--- src/rtl/bp_fe_queue_enq_if.sv ---
// FE->BE queue message format and the handshake bundle that carries fetch
// results into the enqueue block and queue messages out to the BE.
package bp_fe_queue_pkg;

  localparam int vaddr_width_p               = 39;
  localparam int branch_metadata_fwd_width_p = 36;

  typedef enum logic [2:0] {
    e_instr_fetch        = 3'd0,
    e_itlb_miss          = 3'd1,
    e_instr_page_fault   = 3'd2,
    e_instr_access_fault = 3'd3,
    e_icache_miss        = 3'd4
  } bp_fe_msg_type_e;

  typedef struct packed {
    bp_fe_msg_type_e                        msg_type;
    logic [vaddr_width_p-1:0]               pc;
    logic [31:0]                            instr;
    logic                                   partial;
    logic [branch_metadata_fwd_width_p-1:0] branch_metadata_fwd;
  } bp_fe_queue_s;

  localparam int fe_queue_width_lp = $bits(bp_fe_queue_s);

endpackage

interface bp_fe_queue_enq_if;
  import bp_fe_queue_pkg::*;

  logic                                   flush;
  logic                                   fetch_v;
  logic                                   fetch_ready_and;
  logic [vaddr_width_p-1:0]               fetch_pc;
  logic [31:0]                            fetch_instr;
  logic                                   fetch_partial;
  logic [branch_metadata_fwd_width_p-1:0] fetch_br_metadata;
  logic                                   fetch_itlb_miss;
  logic                                   fetch_instr_page_fault;
  logic                                   fetch_instr_access_fault;
  logic                                   fetch_icache_miss;
  logic [fe_queue_width_lp-1:0]           fe_queue;
  logic                                   fe_queue_v;
  logic                                   fe_queue_ready_and;

  // The enqueue block is the message source.
  modport master (
    input  flush, fetch_v, fetch_pc, fetch_instr, fetch_partial, fetch_br_metadata,
           fetch_itlb_miss, fetch_instr_page_fault, fetch_instr_access_fault,
           fetch_icache_miss, fe_queue_ready_and,
    output fetch_ready_and, fe_queue, fe_queue_v
  );

  modport slave (
    output flush, fetch_v, fetch_pc, fetch_instr, fetch_partial, fetch_br_metadata,
           fetch_itlb_miss, fetch_instr_page_fault, fetch_instr_access_fault,
           fetch_icache_miss, fe_queue_ready_and,
    input  fetch_ready_and, fe_queue, fe_queue_v
  );

endinterface

--- src/rtl/bp_fe_queue_enq.sv ---
// FE-side transmitter of the FE->BE queue: forms messages from fetch results,
// buffers two of them, and locks fetch after any exception until a redirect.
module bp_fe_queue_enq
  import bp_fe_queue_pkg::*;
(
  input logic               clk_i,
  input logic               reset_n_i,
  bp_fe_queue_enq_if.master fe
);

  localparam int els_lp = 2;

  typedef enum logic {
    e_run,
    e_locked
  } lock_state_e;

  lock_state_e  state;
  logic [1:0]   wptr;
  logic [1:0]   rptr;
  bp_fe_queue_s mem [els_lp];
  bp_fe_queue_s msg;
  logic         empty;
  logic         full;
  logic         enq;
  logic         deq;

  // Pointer bit 1 is the wrap bit; bit 0 selects the entry.
  assign empty = (wptr == rptr);
  assign full  = (wptr[0] == rptr[0]) && (wptr[1] != rptr[1]);

  assign fe.fetch_ready_and = reset_n_i & ~full & (state == e_run) & ~fe.flush;
  assign enq                = fe.fetch_v & fe.fetch_ready_and;

  assign fe.fe_queue_v = ~empty;
  assign deq           = fe.fe_queue_v & fe.fe_queue_ready_and;
  // Empty slots are never exposed, so the unreset storage cannot leak out.
  assign fe.fe_queue   = empty ? '0 : mem[rptr[0]];

  always_comb begin
    // NOTE: default every field first so no path leaves msg unassigned (no latch).
    msg                     = '0;
    msg.pc                  = fe.fetch_pc;
    msg.partial             = fe.fetch_partial;
    msg.branch_metadata_fwd = fe.fetch_br_metadata;
    if (fe.fetch_itlb_miss) begin
      msg.msg_type = e_itlb_miss;
    end else if (fe.fetch_instr_page_fault) begin
      msg.msg_type = e_instr_page_fault;
    end else if (fe.fetch_instr_access_fault) begin
      msg.msg_type = e_instr_access_fault;
    end else if (fe.fetch_icache_miss) begin
      msg.msg_type = e_icache_miss;
    end else begin
      msg.msg_type = e_instr_fetch;
      msg.instr    = fe.fetch_instr;
    end
  end

  always_ff @(posedge clk_i or negedge reset_n_i) begin
    if (!reset_n_i) begin
      state <= e_run;
      wptr  <= '0;
      rptr  <= '0;
    end else if (fe.flush) begin
      // Fetch is blocked during flush, so discarding is just catching rptr up.
      state <= e_run;
      rptr  <= wptr;
    end else begin
      if (enq) wptr <= wptr + 2'd1;
      if (deq) rptr <= rptr + 2'd1;
      if (enq && (msg.msg_type != e_instr_fetch)) state <= e_locked;
    end
  end

  // NOTE: payload storage is deliberately not reset; validity lives in the pointers.
  always_ff @(posedge clk_i) begin
    if (enq) mem[wptr[0]] <= msg;
  end

endmodule

--- src/flat_wrapper.sv ---
// flat-port wrapper written by rule: the top's interface ports become plain ports
module bp_fe_queue_enq_flat import bp_fe_queue_pkg::*;
  (clk_i, reset_n_i, fe_flush, fe_fetch_v, fe_fetch_pc, fe_fetch_instr, fe_fetch_partial, fe_fetch_br_metadata, fe_fetch_itlb_miss, fe_fetch_instr_page_fault, fe_fetch_instr_access_fault, fe_fetch_icache_miss, fe_fe_queue_ready_and, fe_fetch_ready_and, fe_fe_queue, fe_fe_queue_v);
  bp_fe_queue_enq_if fe_i ();
  input logic clk_i;
  input logic reset_n_i;
  input wire logic [$bits(fe_i.flush)-1:0] fe_flush;
  input wire logic [$bits(fe_i.fetch_v)-1:0] fe_fetch_v;
  input wire logic [$bits(fe_i.fetch_pc)-1:0] fe_fetch_pc;
  input wire logic [$bits(fe_i.fetch_instr)-1:0] fe_fetch_instr;
  input wire logic [$bits(fe_i.fetch_partial)-1:0] fe_fetch_partial;
  input wire logic [$bits(fe_i.fetch_br_metadata)-1:0] fe_fetch_br_metadata;
  input wire logic [$bits(fe_i.fetch_itlb_miss)-1:0] fe_fetch_itlb_miss;
  input wire logic [$bits(fe_i.fetch_instr_page_fault)-1:0] fe_fetch_instr_page_fault;
  input wire logic [$bits(fe_i.fetch_instr_access_fault)-1:0] fe_fetch_instr_access_fault;
  input wire logic [$bits(fe_i.fetch_icache_miss)-1:0] fe_fetch_icache_miss;
  input wire logic [$bits(fe_i.fe_queue_ready_and)-1:0] fe_fe_queue_ready_and;
  output wire logic [$bits(fe_i.fetch_ready_and)-1:0] fe_fetch_ready_and;
  output wire logic [$bits(fe_i.fe_queue)-1:0] fe_fe_queue;
  output wire logic [$bits(fe_i.fe_queue_v)-1:0] fe_fe_queue_v;
  assign fe_i.flush = fe_flush;
  assign fe_i.fetch_v = fe_fetch_v;
  assign fe_i.fetch_pc = fe_fetch_pc;
  assign fe_i.fetch_instr = fe_fetch_instr;
  assign fe_i.fetch_partial = fe_fetch_partial;
  assign fe_i.fetch_br_metadata = fe_fetch_br_metadata;
  assign fe_i.fetch_itlb_miss = fe_fetch_itlb_miss;
  assign fe_i.fetch_instr_page_fault = fe_fetch_instr_page_fault;
  assign fe_i.fetch_instr_access_fault = fe_fetch_instr_access_fault;
  assign fe_i.fetch_icache_miss = fe_fetch_icache_miss;
  assign fe_i.fe_queue_ready_and = fe_fe_queue_ready_and;
  assign fe_fetch_ready_and = fe_i.fetch_ready_and;
  assign fe_fe_queue = fe_i.fe_queue;
  assign fe_fe_queue_v = fe_i.fe_queue_v;
  bp_fe_queue_enq u_core (.clk_i(clk_i), .reset_n_i(reset_n_i), .fe(fe_i));
endmodule
--- config.mk ---
export PLATFORM = sky130hd
export DESIGN_NAME = bp_fe_queue_enq_flat
export DESIGN_NICKNAME = d
export VERILOG_FILES = /design/src/rtl/bp_fe_queue_enq_if.sv /design/src/rtl/bp_fe_queue_enq.sv /design/src/flat_wrapper.sv
export SDC_FILE = /design/constraint.sdc
export NUM_CORES = 1
export LEC_CHECK = 0
export ABC_AREA = 1
export BUFFER_PORTS_ARGS = -buffer_cell sky130_fd_sc_hd__buf_4
export CORE_ASPECT_RATIO = 1.2
export CORE_MARGIN = 5
export CORE_UTILIZATION = 48
export DETAILED_ROUTE_END_ITERATION = 12
export GPL_TIMING_DRIVEN = 0
export HOLD_SLACK_MARGIN = 0.08
export PLACE_DENSITY = 0.76
export RECOVER_POWER = 50
export SLEW_MARGIN = 10
export SYNTH_ARGS = -nofsm -noshare
export SYNTH_HDL_FRONTEND = slang
export SYNTH_SLANG_ARGS = --single-unit
--- constraint.sdc ---
create_clock -name clk_i -period 6.35 [get_ports clk_i]
set_clock_uncertainty 0.1 [all_clocks]
set_input_delay 0 -clock clk_i [delete_from_list [all_inputs] [get_ports clk_i]]
set_output_delay 0 -clock clk_i [all_outputs]
set_load 0.02 [all_outputs]
==> results of run 1 <==
==> registers in the layout (all words and copies together) (netlist names) <==
| register | flops |
|---|---|
| u_core.rptr | 2 |
| u_core.wptr | 2 |
| u_core.state | 1 |
| u_core.mem | 222 |
==> layer usage <==
metal,track usage [%],vias to the layer above,share of wire (%)
met2,36.4,254,52
met3,4.09,63,7.0
met5,0,-,0
li1,-,3227,-
met4,8.16,0,4.0
met1,24.4,3261,37
==> cell usage in the layout, fill, tap and decap left out, drive strengths merged, types with 4 or more instances in the layout <==
master	count
dfrtp	5
edfxtp	222
nand2	251
clkinv	5
a21oi	111
dlygate4sd3	121
buf	161
clkbuf	146
nor2	40
inv	38
clkinvlp	4
==> stage by stage <==
stage          hold WS (ns)  instances
4_1_cts               0.118       1371
2_1_floorplan        -0.396        720
6_report              0.146       1371
5_1_grt               0.143       1371
3_3_place_gp         -0.292       1205
3_5_place_dp         -0.290       1210
==> power groups by stage <==
stage	clock network, uW	registers [uW]	logic (uW)
final	1190	1800	2860
after global routing	1280	1800	3050
after CTS	1220	1790	2920
after detailed placement	0	1830	2850
after global placement	0	1850	2790
after floorplan	0	1830	1700
==> logic make-up after synthesis <==
logic type	after synthesis	share of synthesized area [%]
buffers and inverters	80	4.28
flip-flops	227	73.5
XOR/XNOR	1	0.0948
AND/OR/NAND/NOR	298	12.3
AO/OA/AOI/OAI	114	9.86
==> layout make-up <==
cell class / instances / area [um^2] / share of cell area, %
flip-flops and latches: 227 / 6790 / 51.5
inverters: 40 / 153 / 1.16
clock buffers: 33 / 613 / 4.65
plain buffers: 40 / 236 / 1.79
multi-input cells: 413 / 2060 / 15.6
repair buffers: 355 / 2960 / 22.4
clock inverters: 7 / 48.8 / 0.370
well taps: 256 / 320 / 2.43
==> worst reg2reg max path: stages, from the launching register on <==
cell and delay [ns]:
dfrtp_1 0.36, clkbuf_1 0.20, clkinvlp_2 0.20, nand2_1 0.06
nand2_1 0.07, nand2_1 0.13, nand4_1 0.14, clkinvlp_2 1.60
buf_16 0.80
==> how the worst max path moves through the flow <==
stage,endpoint,slack (ns)
global placement,u_core.mem[1][84],-2.48
floorplan,u_core.mem[1][0],0.18
CTS,u_core.mem[1][11],3.75
finish,u_core.mem[0][20],2.31
detailed placement,u_core.mem[1][86],3.76
global route,u_core.mem[0][20],1.89
==> run_results.csv, run 1 <==
group,metric,value,unit
status,status,"complete, but fails checks",
status,failed_checks,"max-capacitance violations, max-slew violations",
timing,setup_ws,2.31,ns
clocking,numCtsBuffers,22,
floorplanning,rows,55,
yosys,synthCells,720,
hold_path,hold_path_class,"input pin to flip-flop",
timing,tightestPinTransition,2.09,ns
routing,drt.antenna.violating_nets,0,
yosys,avgSynthCellArea,12.8,um^2
final_layout,num_antenna_cells,0,
timing,drv_slew,43,
pwr,power.net_switching,2360,uW
worst_setup_path,cp.depth,8,
yosys,synthTopCellsByCount,"nand2_1, edfxtp_1, a21oi_2, nor2_1, inv_1",
timing,tns,0,ns
pwr,powerDensity,444,mW/mm^2
floorplanning,core_area,0.0189,mm^2
timing,rsz0062_at_grt,"false",
timing,max-slew-margin-rel,-40.0,%
clocking,cts.hold.buffers_added,121,
pwr,seq_power_share,30.7,%
timing,min_period,4.04,ns
global_routing,grt_antenna_before_repair,0,
yosys,synth.distinct_cells,20,
yosys,netlist_area,0.00924,mm^2
timing,hold_violations,0,
worst_setup_path,crit_required,6.43,ns
global_routing,track_usage,20.6,%
global_routing,grt_max_degree,70,
yosys,ys.flop_type,"edfxtp_1",
clocking,clk_path_buf_depth,3,
final_layout,area_delta_synth_final,42.6,%
placed_design,globalplace.congestion,0.768,
placed_design,place_hpwl,14400,um
pwr,p_comb_share,48.9,%
global_routing,overflow,0,
hold_path,holdPathEnd,"u_core.mem[1][104]",
pwr,power_frac_clock,20.4,%
pwr,ir_drop,264,uV
timing,setup_viol,0,
clocking,cts.clk_slew.worst_paths,0.06,ns
yosys,yosysWarnings,0,
floorplanning,die_area,0.0221,mm^2
global_routing,grt_pass1_vias,7088,
final_layout,final_nets,1216,
clocking,clock_sinks,227,
worst_setup_path,path_class,"flip-flop to flip-flop",
worst_setup_path,r2r-end,"u_core.mem[0][20]",
timing,timing.fmax,247,MHz
yosys,synth.most_common_cell,"nand2_1",
worst_setup_path,cpLargestDelayFamily,"buffers and inverters",
yosys,yosys-top-cells-area,"edfxtp_1, nand2_1, a21oi_2",
worst_setup_path,slowest_stage,"clkinvlp_2",
yosys,synth_top_area_share,72.1,%
pwr,p_int,3490,uW
floorplanning,initial_core_util,48.8,%
worst_setup_path,endpoint_kind,"flip-flop",
yosys,ys_ff_latch,227,
hold_path,hp-start,"fe_fetch_pc[35]",
clocking,cts_tree,"yes",
clocking,cts-htree-levels,1,
routing,vias,6805,
yosys,ys_seq_area_share,73.5,%
yosys,syn_nets,837,
final_layout,fin_util,69.7,%
placed_design,dp_slack,3.76,ns
yosys,ys_async_sr_fraction,2.20,%
worst_setup_path,critical-path-max-stage-delay,1.60,ns
worst_setup_path,arrival,4.12,ns
clocking,cts_setup_buffers,0,
clocking,cts_resized,0,
placed_design,place.port_buffers,229,
routing,wire_per_inst,16.8,um
clocking,worstSkewPairLatency,0.49,ns
worst_setup_path,r2r_start,"u_core.rptr[0]",
pwr,total_power,5850,uW
worst_setup_path,reg2reg_depth,8,
timing,period_share,63.7,%
floorplanning,pin_count,230,
worst_setup_path,cp_max_fo,69,
worst_setup_path,worst-path-buf-inv,4,
yosys,synth_top_cell_by_area,"edfxtp_1",
final_layout,layout-drive-gt1-share,30.9,%
worst_setup_path,crit_top_cell,"nand2_1",
worst_setup_path,worstPathCellList,"clkbuf_1 > clkinvlp_2 > nand2_1 > nand2_1 > nand2_1 > nand4_1 > clkinvlp_2 > buf_16",
routing,viasPerCell,4.96,
run,cap_viol_max_count,1,
placed_design,place_area,0.0114,mm^2
clocking,cts_root_buffer,"clkbuf_16",
routing,drc,0,
worst_setup_path,cp-start-kind,"flip-flop",
routing,drt_first_pass_iters,4,
pwr,p_sw_share,40.3,%
routing,drt_iter0_markers,359,
yosys,synth_edf_count,222,
final_layout,fillers,1279,
floorplanning,die_w,137,um
floorplanning,die_y,162,um
worst_setup_path,crit_start,"u_core.rptr[0]",
final_layout,stdcell_area,0.0132,mm^2
global_routing,grt_first_pass_wirelength,35700,um
pwr,p_leak,0.00516,uW
routing,wl,23000,um
hold_path,hold_depth,2,
worst_setup_path,r2r_slack,2.31,ns
(Power assumes the default switching activity.)
==> run 2, diff against run 1 <==
Settings changed: ABC_AREA 1 to 0, CORE_UTILIZATION 48 to 53, PLACE_DENSITY 0.76 to 0.8.
Clock period 6.35 ns to 3.91 ns, I/O delays scaled along.
==> run 2 against run 1 <==
  * The flow now finishes without violations
  * Combinational power is 64% higher
  * Global-route usage is 1.5 points higher
  * Critical path depth is 2 lower
  * Critical endpoint is now fe_fe_queue[91]
==> run_results.csv, run 2 <==
group,metric,value,unit
status,status,"finished clean",
routing,drt_first_pass_iters,5,
global_routing,grt_first_pass_wirelength,33900,um
clocking,worstSkewPairLatency,0.49,ns
yosys,synth_top_cell_by_area,"edfxtp_1",
global_routing,grt_max_degree,73,
routing,viasPerCell,5.14,
yosys,synth.most_common_cell,"edfxtp_1",
final_layout,final_cell_mix,"edfxtp_1, buf_4, dlygate4sd3_1",
worst_setup_path,endpoint_kind,"output port",
worst_setup_path,arrival,2.91,ns
clocking,clk_path_buf_depth,3,
routing,vias,5928,
timing,period_share,77.0,%
clocking,cts_tree,"yes",
floorplanning,pin_count,230,
final_layout,layout_commonest_cell,"edfxtp_1",
final_layout,largest_reg_flops,222,
final_layout,fillers,990,
final_layout,instances_no_fill,1153,
final_layout,stdcell_area,0.0127,mm^2
global_routing,track_usage,22.0,%
run,cap_viol_max_count,0,
timing,timing.fmax,332,MHz
pwr,p_sw_share,38.8,%
yosys,syn_nets,663,
global_routing,overflow,0,
timing,max-slew-margin-rel,44.1,%
clocking,cts-htree-levels,1,
timing,setup_viol,0,
worst_setup_path,cp-start-kind,"flip-flop",
clocking,cts_setup_buffers,0,
routing,drc,0,
placed_design,globalplace.congestion,0.801,
timing,whs,0.157,ns
clocking,cts_root_buffer,"clkbuf_16",
placed_design,place_area,0.0111,mm^2
yosys,yosysWarnings,0,
yosys,synthTopCellsByCount,"edfxtp_1, nor2_1, mux2i_1, and2_1, buf_2",
floorplanning,core_area,0.0167,mm^2
worst_setup_path,cp_max_fo,10,
timing,min_period,3.01,ns
pwr,power_frac_clock,21.3,%
hold_path,hold_path_class,"input pin to flip-flop",
placed_design,post-place-cells,995,
global_routing,grt_antenna_before_repair,1,
yosys,ys_ff_latch,227,
pwr,ir_drop,524,uV
yosys,avgSynthCellArea,16.4,um^2
timing,tightestPinTransition,0.832,ns
yosys,ys.flop_type,"edfxtp_1",
yosys,synth_edf_count,222,
pwr,p_comb_share,48.3,%
yosys,netlist_area,0.00895,mm^2
routing,wire_per_inst,19.0,um
clocking,numCtsBuffers,22,
timing,hold_violations,0,
pwr,p_int,5920,uW
floorplanning,die_w,129,um
final_layout,layout-drive-gt1-share,25.2,%
clocking,cts.clk_slew.worst_paths,0.06,ns
floorplanning,die_y,152,um
timing,drv_slew,0,
routing,wl,22000,um
placed_design,place.port_buffers,228,
clocking,clock_sinks,227,
pwr,seq_power_share,30.3,%
pwr,power.net_switching,3760,uW
timing,tns,0,ns
yosys,synth_top_area_share,74.5,%
pwr,powerDensity,760,mW/mm^2
global_routing,grt_pass1_vias,6514,
floorplanning,rows,52,
routing,drt_iter0_markers,249,
floorplanning,die_area,0.0196,mm^2
yosys,ys_async_sr_fraction,2.20,%
worst_setup_path,crit_required,3.81,ns
yosys,yosys-top-cells-area,"edfxtp_1, mux2i_1, nor2_1",
pwr,p_leak,0.00508,uW
worst_setup_path,path_class,"flip-flop to output port",
routing,drt.antenna.violating_nets,0,
timing,rsz0062_at_grt,"false",
yosys,synth.distinct_cells,27,
floorplanning,initial_core_util,53.5,%
placed_design,place_hpwl,13100,um
yosys,synthCells,546,
yosys,ys_seq_area_share,75.9,%
final_layout,final_nets,1039,
final_layout,area_delta_synth_final,42.4,%
[run 2: cell count changes after synthesis, sizes merged, moves of 3 or more]
cell	delta
mux2i	+111
inv	-35
nand4	-3
buf	+12
nand2	-250
nand3	-3
a21oi	-108
and2	+32
nor2	+76
xnor2	+3
clkbuf	-21
[run 2: cells by family (layout without fill, tap and decap cells)]
group                  after synthesis  after routing  synth area share (%)
flip-flops                         227            227                  75.9
AND/OR/NAND/NOR                    156            156                  7.84
multiplexers                       111            111                  12.4
buffers and inverters               36            426                  2.54
AO/OA/AOI/OAI                       11             11                 0.755
XOR/XNOR                             5              5                 0.573
other                                0              1                     0
[run 2: routing by layer]
layer,wire length (um),track usage [%]
met4,753,8.10
met3,1220,3.72
met1,7850,24.9
met2,12100,41.0
met5,0,0
[run 2: area by class of cell]
type                       instances  area, um^2  area share, %
tap                              216         270           2.12
buffer                            31         199           1.56
clock buffer                      28         604           4.74
multi-input combinational        283        1920           15.1
inverter                           5        23.8          0.187
antenna                            1        2.50         0.0196
timing repair buffer             352        2830           22.2
clock inverter                    10         103          0.805
sequential                       227        6790           53.3
[run 2: per-stage QoR]
| stage | util (%) | power [uW] | worst slack, ns |
|---|---|---|---|
| after floorplan | - | 5820 | 0.274 |
| after global placement | 65.4 | 7660 | -0.823 |
| after detailed placement | 66.2 | 7730 | 1.29 |
| after CTS | 77.5 | 9910 | 1.26 |
| after global routing | 76.2 | 10100 | 0.640 |
| final | 76.2 | 9680 | 0.899 |
[run 2: what timing repair did]
item / 4_1_cts / 5_1_grt
hold buffers: 119 / 0
gates resized for setup: 0 / 0
hold endpoints to repair: 231 / 0
[run 2: critical path, stage by stage, from the launching register on]
cell	delay (ns)
dfrtp_1	0.33
clkbuf_1	0.36
clkbuf_1	0.52
clkbuf_1	0.64
mux2i_1	0.20
nor2_1	0.19
buf_4	0.18
[run 2: final timing paths]
kind,from,endpoint,slack [ns],depth (start not counted)
max in group asynchronous,reset_n_i,u_core.state,3.09,3
worst min-delay path,fe_fetch_br_metadata[6],u_core.mem[0][6],0.16,2
worst max-delay path,u_core.rptr[0],fe_fe_queue[91],0.90,6
worst min register to register,u_core.state,u_core.state,0.46,2
min in group asynchronous,reset_n_i,u_core.rptr[1],0.42,3
worst max register to register,u_core.rptr[0],u_core.mem[0][35],1.09,6
[run 2: power groups by stage]
stage	Clock (uW)	Combinational, uW	Sequential (uW)
6_report	2060	4680	2940
5_1_grt	2200	4980	2950
4_1_cts	2090	4880	2940
3_5_place_dp	0	4750	2990
3_3_place_gp	0	4660	3000
2_1_floorplan	0	2840	2980
==> run 3, diff against run 2 <==
Clock period 3.91 ns to 2.8 ns, I/O delays scaled along.
==> run 3 against run 2 <==
  * Sequential share of layout area increased by 0.068 points
  * Sequential cell count is the same
  * Highest routed layer unchanged
  * Critical endpoint is now u_core.mem[0][49]
  * Setup slack got worse by 0.63 ns
  * Sequential power rose by 39%
  * First-iteration DRC count grew 22%
  * Critical path type is now flip-flop to flip-flop
  * Non-clock buffer count rose by 2
  * Worst hold slack lost 0.044 ns
  * Via count decreased by 0.54%
==> run_results.csv, run 3 (synthesized netlist as in run 2, its figures left out) <==
group,metric,value,unit
status,status,"finished clean",
global_routing,grt_max_degree,38,
pwr,p_leak,0.00508,uW
floorplanning,initial_core_util,53.5,%
worst_setup_path,path_class,"flip-flop to flip-flop",
placed_design,post-place-cells,997,
floorplanning,die_w,129,um
worst_setup_path,crit_required,2.88,ns
worst_setup_path,crit_top_cell,"buf_12",
clocking,numCtsBuffers,21,
worst_setup_path,worstPathCellList,"buf_2 > xnor2_1 > o21ai_0 > nor2_4 > buf_12 > buf_12",
routing,viasPerCell,5.11,
worst_setup_path,slowest_stage,"nor2_4",
final_layout,fin_util,76.1,%
placed_design,globalplace.congestion,0.813,
final_layout,layout-drive-gt1-share,26.5,%
worst_setup_path,critical-path-max-stage-delay,0.49,ns
pwr,total_power,13200,uW
worst_setup_path,worst-path-buf-inv,3,
clocking,clk_path_buf_depth,3,
final_layout,final_nets,1040,
run,cap_viol_max_count,0,
routing,drt_first_pass_iters,5,
floorplanning,die_area,0.0196,mm^2
worst_setup_path,cp-start-kind,"flip-flop",
placed_design,place.port_buffers,228,
global_routing,grt.met3_usage,3.51,%
clocking,cts_root_buffer,"clkbuf_16",
routing,vias,5896,
clocking,clock_sinks,227,
floorplanning,rows,52,
clocking,cts_resized,0,
worst_setup_path,arrival,2.62,ns
timing,tightestPinTransition,1.25,ns
routing,drc,0,
final_layout,area_delta_synth_final,42.2,%
routing,wl,22100,um
routing,wire_per_inst,19.1,um
clocking,worstSkewPairLatency,0.48,ns
global_routing,grt_pass1_vias,6437,
final_layout,largest_reg_flops,222,
worst_setup_path,endpoint_kind,"flip-flop",
worst_setup_path,cp_max_fo,28,
hold_path,hold_path_class,"input pin to flip-flop",
global_routing,busiest_layer,"met2",
floorplanning,core_area,0.0167,mm^2
placed_design,dp_slack,0.259,ns
global_routing,grt_first_pass_wirelength,33600,um
timing,timing.fmax,394,MHz
global_routing,grtUsageMet2,41.6,%
clocking,cts.clk_slew.worst_paths,0.07,ns
final_layout,layout_commonest_cell,"edfxtp_1",
routing,drt.antenna.violating_nets,0,
global_routing,overflow,0,
global_routing,use_met1,24.7,%
timing,hold_violations,0,
timing,setup_viol,0,
timing,period_share,90.6,%
global_routing,grt_antenna_before_repair,1,
routing,drt_iter0_markers,304,
timing,drv_slew,0,
clocking,cts-htree-levels,1,
global_routing,track_usage,21.9,%
pwr,powerDensity,1040,mW/mm^2
final_layout,final_cell_mix,"edfxtp_1, buf_4, dlygate4sd3_1",
timing,setup_ws,0.264,ns
floorplanning,pin_count,230,
clocking,cts_tree,"yes",
timing,max-slew-margin-rel,15.9,%
timing,min_period,2.54,ns
worst_setup_path,cpLargestDelayFamily,"buffers and inverters",
pwr,ir_drop,711,uV
timing,rsz0062_at_grt,"false",
final_layout,fillers,968,
final_layout,instances_no_fill,1154,
floorplanning,die_y,152,um
placed_design,place_hpwl,13600,um
-- run 3: routing by layer --
| layer | vias to the layer above | wire (um) |
|---|---|---|
| met4 | 0 | 558 |
| met2 | 216 | 12300 |
| met5 | - | 0 |
| li1 | 2750 | - |
| met1 | 2890 | 7880 |
| met3 | 40 | 1280 |
-- run 3: power breakdown --
part / leakage [uW] / switching, uW / internal (uW) / total (uW)
Sequential: 0.00211 / 75.6 / 4030 / 4100
Combinational: 0.00265 / 4000 / 2540 / 6540
Clock: 0.000309 / 1170 / 1420 / 2600
Total: 0.00508 / 5250 / 7990 / 13200
-- run 3: final timing paths --
check	startpoint	end	slack [ns]	depth (start not counted)
max	u_core.wptr[1]	u_core.mem[0][49]	0.26	6
min	fe_fetch_v	u_core.wptr[1]	0.11	4
max reg2reg	u_core.wptr[1]	u_core.mem[0][49]	0.26	6
min reg2reg	u_core.state	u_core.state	0.46	2
max in group asynchronous	reset_n_i	u_core.state	1.91	3
min in group asynchronous	reset_n_i	u_core.rptr[0]	0.47	3
-- run 3: cell type report --
cell class	instances	area [um^2]	share of cell area [%]
multi-input combinational	283	1920	15.1
tap	216	270	2.12
antenna	1	2.50	0.0197
timing repair buffer	354	2880	22.6
buffer	31	210	1.65
sequential	227	6790	53.4
clock buffer	26	554	4.36
inverter	5	22.5	0.177
clock inverter	11	71.3	0.560
-- run 3: what timing repair did --
item | 4_1_cts | 5_1_grt
hold buffers | 119 | 0
hold endpoints to repair | 230 | 0
buffers inserted | 0 | 0
setup endpoints to repair | 0 | 0
-- run 3: metrics by stage --
stage / hold WS, ns / TNS [ns] / area, um^2
after floorplan: -0.396 / -90.71 / 8970
final: 0.114 / 0 / 12700
after global placement: -0.292 / -276.03 / 11000
after global routing: 0.108 / 0 / 12700
after CTS: 0.0986 / 0 / 12900
after detailed placement: -0.286 / 0 / 11100
-- run 3: worst min-delay path: cells and delay by family --
kind | cells | cell delay (ns)
AND/OR/NAND/NOR | 1 | 0.22
XOR/XNOR | 1 | 0.12
buffers and inverters | 1 | 0.11
AO/OA/AOI/OAI | 1 | 0.20
